<file path="src/rtl/regfile_wb_writer.sv">
// Register-file write-back merger: arbitrates ALU/LSU/MDU results onto the single
// regfile write port and tracks in-flight destinations in a pending-write scoreboard.
module regfile_wb_writer #(
  parameter int rnum_width = 5,
  parameter int data_width = 32
) (
  input  logic                  i_clock,
  input  logic                  i_reset,
  input  logic                  i_alu_valid,
  input  logic [rnum_width-1:0] i_alu_rd,
  input  logic [data_width-1:0] i_alu_data,
  input  logic                  i_lsu_valid,
  output logic                  o_lsu_ready,
  input  logic [rnum_width-1:0] i_lsu_rd,
  input  logic [data_width-1:0] i_lsu_data,
  input  logic                  i_mdu_valid,
  output logic                  o_mdu_ready,
  input  logic [rnum_width-1:0] i_mdu_rd,
  input  logic [data_width-1:0] i_mdu_data,
  input  logic                  i_iss_valid,
  input  logic [rnum_width-1:0] i_iss_rd,
  input  logic [rnum_width-1:0] i_q1,
  input  logic [rnum_width-1:0] i_q2,
  output logic                  o_busy1,
  output logic                  o_busy2,
  output logic                  o_write,
  output logic [rnum_width-1:0] o_rd,
  output logic [data_width-1:0] o_data,
  output logic                  o_sb_err
);

  localparam int NREG = 1 << rnum_width;
  localparam logic [rnum_width-1:0] RZERO = {rnum_width{1'b0}};
  localparam logic [NREG-1:0] ONE_HOT0 = {{(NREG-1){1'b0}}, 1'b1};

  typedef enum logic [1:0] {
    GNT_NONE = 2'd0,
    GNT_ALU  = 2'd1,
    GNT_LSU  = 2'd2,
    GNT_MDU  = 2'd3
  } grant_t;

  grant_t                w_grant;
  logic                  w_accept;
  logic [rnum_width-1:0] w_rd;
  logic [data_width-1:0] w_data;
  logic                  w_iss_live;
  logic                  w_res_live;
  logic                  w_err;
  logic [NREG-1:0]       w_pend_set;
  logic [NREG-1:0]       w_pend_clr;
  logic [NREG-1:0]       w_pend_next;

  logic                  r_rr_mdu;   // 1: MDU wins the next LSU/MDU tie
  logic [NREG-1:0]       r_pending;
  logic                  r_write;
  logic [rnum_width-1:0] r_rd;
  logic [data_width-1:0] r_data;
  logic                  r_sb_err;

  // ALU has absolute priority; LSU/MDU ties alternate.
  always_comb begin
    w_grant = GNT_NONE;
    if (i_alu_valid) begin
      w_grant = GNT_ALU;
    end else if (i_lsu_valid && i_mdu_valid) begin
      w_grant = r_rr_mdu ? GNT_MDU : GNT_LSU;
    end else if (i_lsu_valid) begin
      w_grant = GNT_LSU;
    end else if (i_mdu_valid) begin
      w_grant = GNT_MDU;
    end else begin
      w_grant = GNT_NONE;
    end
  end

  // Select the granted payload.
  always_comb begin
    w_rd   = RZERO;
    w_data = {data_width{1'b0}};
    case (w_grant)
      GNT_ALU: begin w_rd = i_alu_rd; w_data = i_alu_data; end
      GNT_LSU: begin w_rd = i_lsu_rd; w_data = i_lsu_data; end
      GNT_MDU: begin w_rd = i_mdu_rd; w_data = i_mdu_data; end
      default: begin w_rd = RZERO;    w_data = {data_width{1'b0}}; end
    endcase
  end

  assign w_accept   = (w_grant != GNT_NONE);
  assign w_iss_live = i_iss_valid && (i_iss_rd != RZERO);
  assign w_res_live = w_accept && (w_rd != RZERO);
  assign w_err      = (w_iss_live && r_pending[i_iss_rd]) ||
                      (w_res_live && !r_pending[w_rd]);

  // Set is applied after clear so a same-cycle issue to the retiring register wins.
  assign w_pend_set  = w_iss_live ? (ONE_HOT0 << i_iss_rd) : {NREG{1'b0}};
  assign w_pend_clr  = w_res_live ? (ONE_HOT0 << w_rd)     : {NREG{1'b0}};
  assign w_pend_next = ((r_pending & ~w_pend_clr) | w_pend_set) & ~ONE_HOT0;

  assign o_lsu_ready = (w_grant == GNT_LSU);
  assign o_mdu_ready = (w_grant == GNT_MDU);
  assign o_busy1     = (i_q1 != RZERO) && r_pending[i_q1];
  assign o_busy2     = (i_q2 != RZERO) && r_pending[i_q2];

  // Output register, scoreboard, round-robin pointer and sticky error.
  always_ff @(posedge i_clock) begin
    if (i_reset) begin
      r_write   <= 1'b0;
      r_rd      <= RZERO;
      r_data    <= {data_width{1'b0}};
      r_pending <= {NREG{1'b0}};
      r_rr_mdu  <= 1'b0;
      r_sb_err  <= 1'b0;
    end else begin
      r_pending <= w_pend_next;
      if (w_accept) begin
        r_rd    <= w_rd;
        r_data  <= w_data;
        r_write <= (w_rd != RZERO);
      end else begin
        r_write <= 1'b0;
      end
      if (w_grant == GNT_LSU) begin
        r_rr_mdu <= 1'b1;
      end else if (w_grant == GNT_MDU) begin
        r_rr_mdu <= 1'b0;
      end else begin
        r_rr_mdu <= r_rr_mdu;
      end
      if (w_err) begin
        r_sb_err <= 1'b1;
      end else begin
        r_sb_err <= r_sb_err;
      end
    end
  end

  assign o_write  = r_write;
  assign o_rd     = r_rd;
  assign o_data   = r_data;
  assign o_sb_err = r_sb_err;

endmodule

</file>
<file path="config.mk">
export PLATFORM = sky130hd
export DESIGN_NAME = regfile_wb_writer
export DESIGN_NICKNAME = d
export VERILOG_FILES = /design/src/rtl/regfile_wb_writer.sv
export SDC_FILE = /design/constraint.sdc
export NUM_CORES = 1
export LEC_CHECK = 0
export CORE_AREA = 5 5 106 108
export CTS_CLUSTER_DIAMETER = 80
export CTS_CLUSTER_SIZE = 12
export DETAILED_ROUTE_END_ITERATION = 7
export DIE_AREA = 0 0 111 113
export GPL_ROUTABILITY_DRIVEN = 0
export PLACE_DENSITY = 0.8
export SLEW_MARGIN = 40
export SYNTH_ARGS = -nofsm -noshare
export SYNTH_HDL_FRONTEND = slang
export SYNTH_SLANG_ARGS = --single-unit
</file>
<file path="constraint.sdc">
create_clock -name i_clock -period 4.95 [get_ports i_clock]
set_input_delay 1.485 -clock i_clock [delete_from_list [all_inputs] [get_ports i_clock]]
set_output_delay 1.485 -clock i_clock [all_outputs]
set_load 0.02 [all_outputs]
</file>
==> run metrics <==
met2 wire length=8.194 mm; R2R depth=8; share of cells above drive strength 1=a little over an eighth; worst reg2reg path startpoint=r_rr_mdu$_SDFFE_PP0P_; period utilisation layout=around 98%; Vias/cell=6.195; Worst EP arrival=about 3400 ps; most common cell after layout, fill and taps aside=clkdlybuf4s50_1; clk slew on worst S/H paths=about 70 ps; worst hold start=o_rd[1]$_SDFFE_PP0N_; Max Fclk=between 200 and 250 MHz; Place WS=-497.0 ps; Tmin final=just under 5000 ps; Yosys cell types=55; DR WL met3=around 1.8 mm; most frequent cells in the layout=167 x clkdlybuf4s50_1, 71 x dfxtp_1, 68 x a21oi_1; pin count of the biggest net entering global routing=46; RR Endpoint=o_sb_err$_SDFFE_PP0P_; setup repair bufs after CTS=0; Worst Setup End Kind=output pin; critical path cell sequence=clkdlybuf4s50_1 > mux2_2 > nand2_1 > o21ai_0 > mux4_2 > mux2_2 > buf_2; Final TNS setup=0 ps; Leak=2.324 nW; Die Area=12540 um2; # setup viols final=0; Initial DRC Count=between 700 and 800; Req. time, crit path=~3500 ps; Seq cells post-synth=71; Hold Path Class=flop to flop; Syn-to-layout area delta=48.70%; routed vias=slightly below 5k; first-pass GRT wire length=roughly 27 mm; Horiz. Die Dim=roughly 110 um; total congestion overflow=0; Synth Warn #=0; syn nets=623; CTS buffer count=9; die height=~110 um; ANT nets after route=0; DR DRC count=0; Relative slew margins=a little over two fifths; clk buf depth=2; Multi-input gate area=2738 um2; later-pin clock latency in the skew report=350 ps; Fin. Hold Viols=0; slowest cell on the critical path=clkdlybuf4s50_1; I/O pin count=175; ant diodes=0; fin worst setup slack=roughly 90 ps; max-cap viol count=0; # port buffers=174; Worst R2R Setup Slack=roughly 2500 ps; PD cells=between 200 and 300 nW/um2; vias in the first global route=approximately 4.8k; most used cell, CP=mux2_2; max-slew violation count=0; clk_skew=around 10 ps; filler instances=approximately 850; Worst Setup EP=o_busy1; CP Launch Type=input pin; unrepaired setup endpoints after global routing=no; CTS Hold Buffers Added=0; critical path launch point=i_q1[2]; worst slew pin tran=between 800 and 900 ps; Max Used Layer=met4; status=completed; sequential cell area=roughly 1400 um2; cells after synthesis=around 500; Synth Cell Area=approximately 4300 um2; DR pass1 iterations=6; initial antenna violation count=0; Hold Path Depth=2; CTS resizes=14; Max VDD drop=between 0.15 and 0.2 mV; wire length per cell=around 22 um; Critical Path Fanout Max=2; max incr delay on CP=approximately 500 ps; WL final=roughly 17 mm; CORE AREA=about 10000 um2; Layout Nets=between 700 and 800; CTS H-tree lvls=3; detailed placement HPWL=between 10 and 15 mm; Total GRT Usage=a little over a quarter; CTS tree=done; CTS Root Cell=clkbuf_8; clock sinks=slightly above 70; crit path kind=input pin to output pin; DRT met1 WL=6.694 mm; syn avg cell area=about 8.8 um2; initial core utilization=about 43%; # rows=37; sequential element share of the synthesized area=about 33%
-- stage by stage --
step	std cells	hold slack, ps	utilization, %	total power [mW]	instance area (um2)
floorplan	491	478.2	-	0.8319	4327
global placement	779	447.2	61.00	1.049	6185
detailed placement	779	447.2	61.00	1.058	6185
CTS	795	459.6	63.43	1.628	6431
global route	796	479.9	63.46	1.690	6434
finish	796	457.1	63.46	1.625	6434
-- kinds of logic (layout without fill, tap and decap cells) --
family	Yosys count	count (layout)	share of synthesized area, %
AOI/OAI and AO/OA	170	170	26.61
and+or+nand+nor	170	170	18.88
DFF	71	71	32.85
muxes	40	40	17.64
buffers and inverters	40	209	4.020
-- area by class of cell --
class | count | share of cell area (%)
Multi-Input combinational cell | 380 | 42.55
Timing Repair Buffer | 190 | 28.74
Sequential cell | 71 | 22.09
Tap cell | 136 | 2.645
Clock buffer | 9 | 1.925
Clock inverter | 7 | 1.867
Inverter | 3 | 0.1750
-- per-layer routing --
metal / track usage [%] / vias to the layer above
li1: - / 2223
met1: 34.06 / 2315
met2: 44.98 / 353
met3: 5.722 / 40
met4: 9.360 / 0
met5: 0 / -
-- worst min path at each step --
stage	slack (ps)	to
floorplan	480	r_pending[22]$_SDFF_PP0_
global route	480	o_rd[4]$_SDFFE_PP0N_
CTS	460	o_rd[4]$_SDFFE_PP0N_
finish	460	o_rd[1]$_SDFFE_PP0N_
global placement	450	o_rd[2]$_SDFFE_PP0N_
detailed placement	450	o_rd[4]$_SDFFE_PP0N_
-- synthesized netlist by cell type, drive strengths merged --
| master | count | area share [%] |
|---|---|---|
| o211ai | 5 | 0.98 |
| nor3 | 38 | 4.5 |
| and2b | 1 | 0.20 |
| and3b | 1 | 0.20 |
| or3 | 1 | 0.17 |
| nor4b | 1 | 0.20 |
| a32oi | 4 | 0.98 |
| o22a | 1 | 0.20 |
| a311oi | 1 | 0.20 |
| a32o | 3 | 0.72 |
| a31oi | 2 | 0.29 |
| mux4 | 28 | 15 |
| nand2 | 49 | 4.3 |
| o221ai | 1 | 0.20 |
| nor2b | 6 | 1.0 |
| and2 | 9 | 1.3 |
| a221o | 36 | 8.3 |
| o21bai | 2 | 0.35 |
| dfxtp | 71 | 33 |
| o32ai | 1 | 0.38 |
| a221oi | 1 | 0.35 |
| clkbuf | 27 | 2.3 |
| o21ai | 37 | 4.3 |
| a211oi | 1 | 0.17 |
| and3 | 7 | 1.2 |
| a22o | 2 | 0.40 |
| a31o | 1 | 0.20 |
| a21oi | 68 | 7.9 |
| mux2 | 7 | 1.8 |
| a22oi | 2 | 0.35 |
| nor2 | 42 | 3.9 |
| nand4 | 1 | 0.14 |
| or2b | 1 | 0.17 |
| nand3 | 11 | 1.3 |
| mux2i | 5 | 1.2 |
| inv | 3 | 0.26 |
| o311ai | 1 | 0.20 |
| buf | 10 | 1.4 |
| o22ai | 1 | 0.14 |
| nand2b | 2 | 0.29 |
-- sequential cells by signal, indices dropped and copies added, names as in the netlist --
signal,count
o_write,1
o_data,32
r_pending,31
r_rr_mdu,1
o_rd,5
o_sb_err,1
-- power by group --
group	internal [mW]	total (mW)	switching (mW)	leakage (nW)
clock	0.336	0.574	0.238	0.120
combinational	0.221	0.431	0.210	1.62
sequential	0.601	0.619	0.0187	0.582
-- critical path, delay by kind of cell --
kind / cells / cell delay, ps
muxes: 3 / 1080
and+or+nand+nor: 1 / 60
AOI/OAI and AO/OA: 1 / 70
buffers and inverters: 2 / 660
Note: power is estimated with default switching activity, not from simulation.
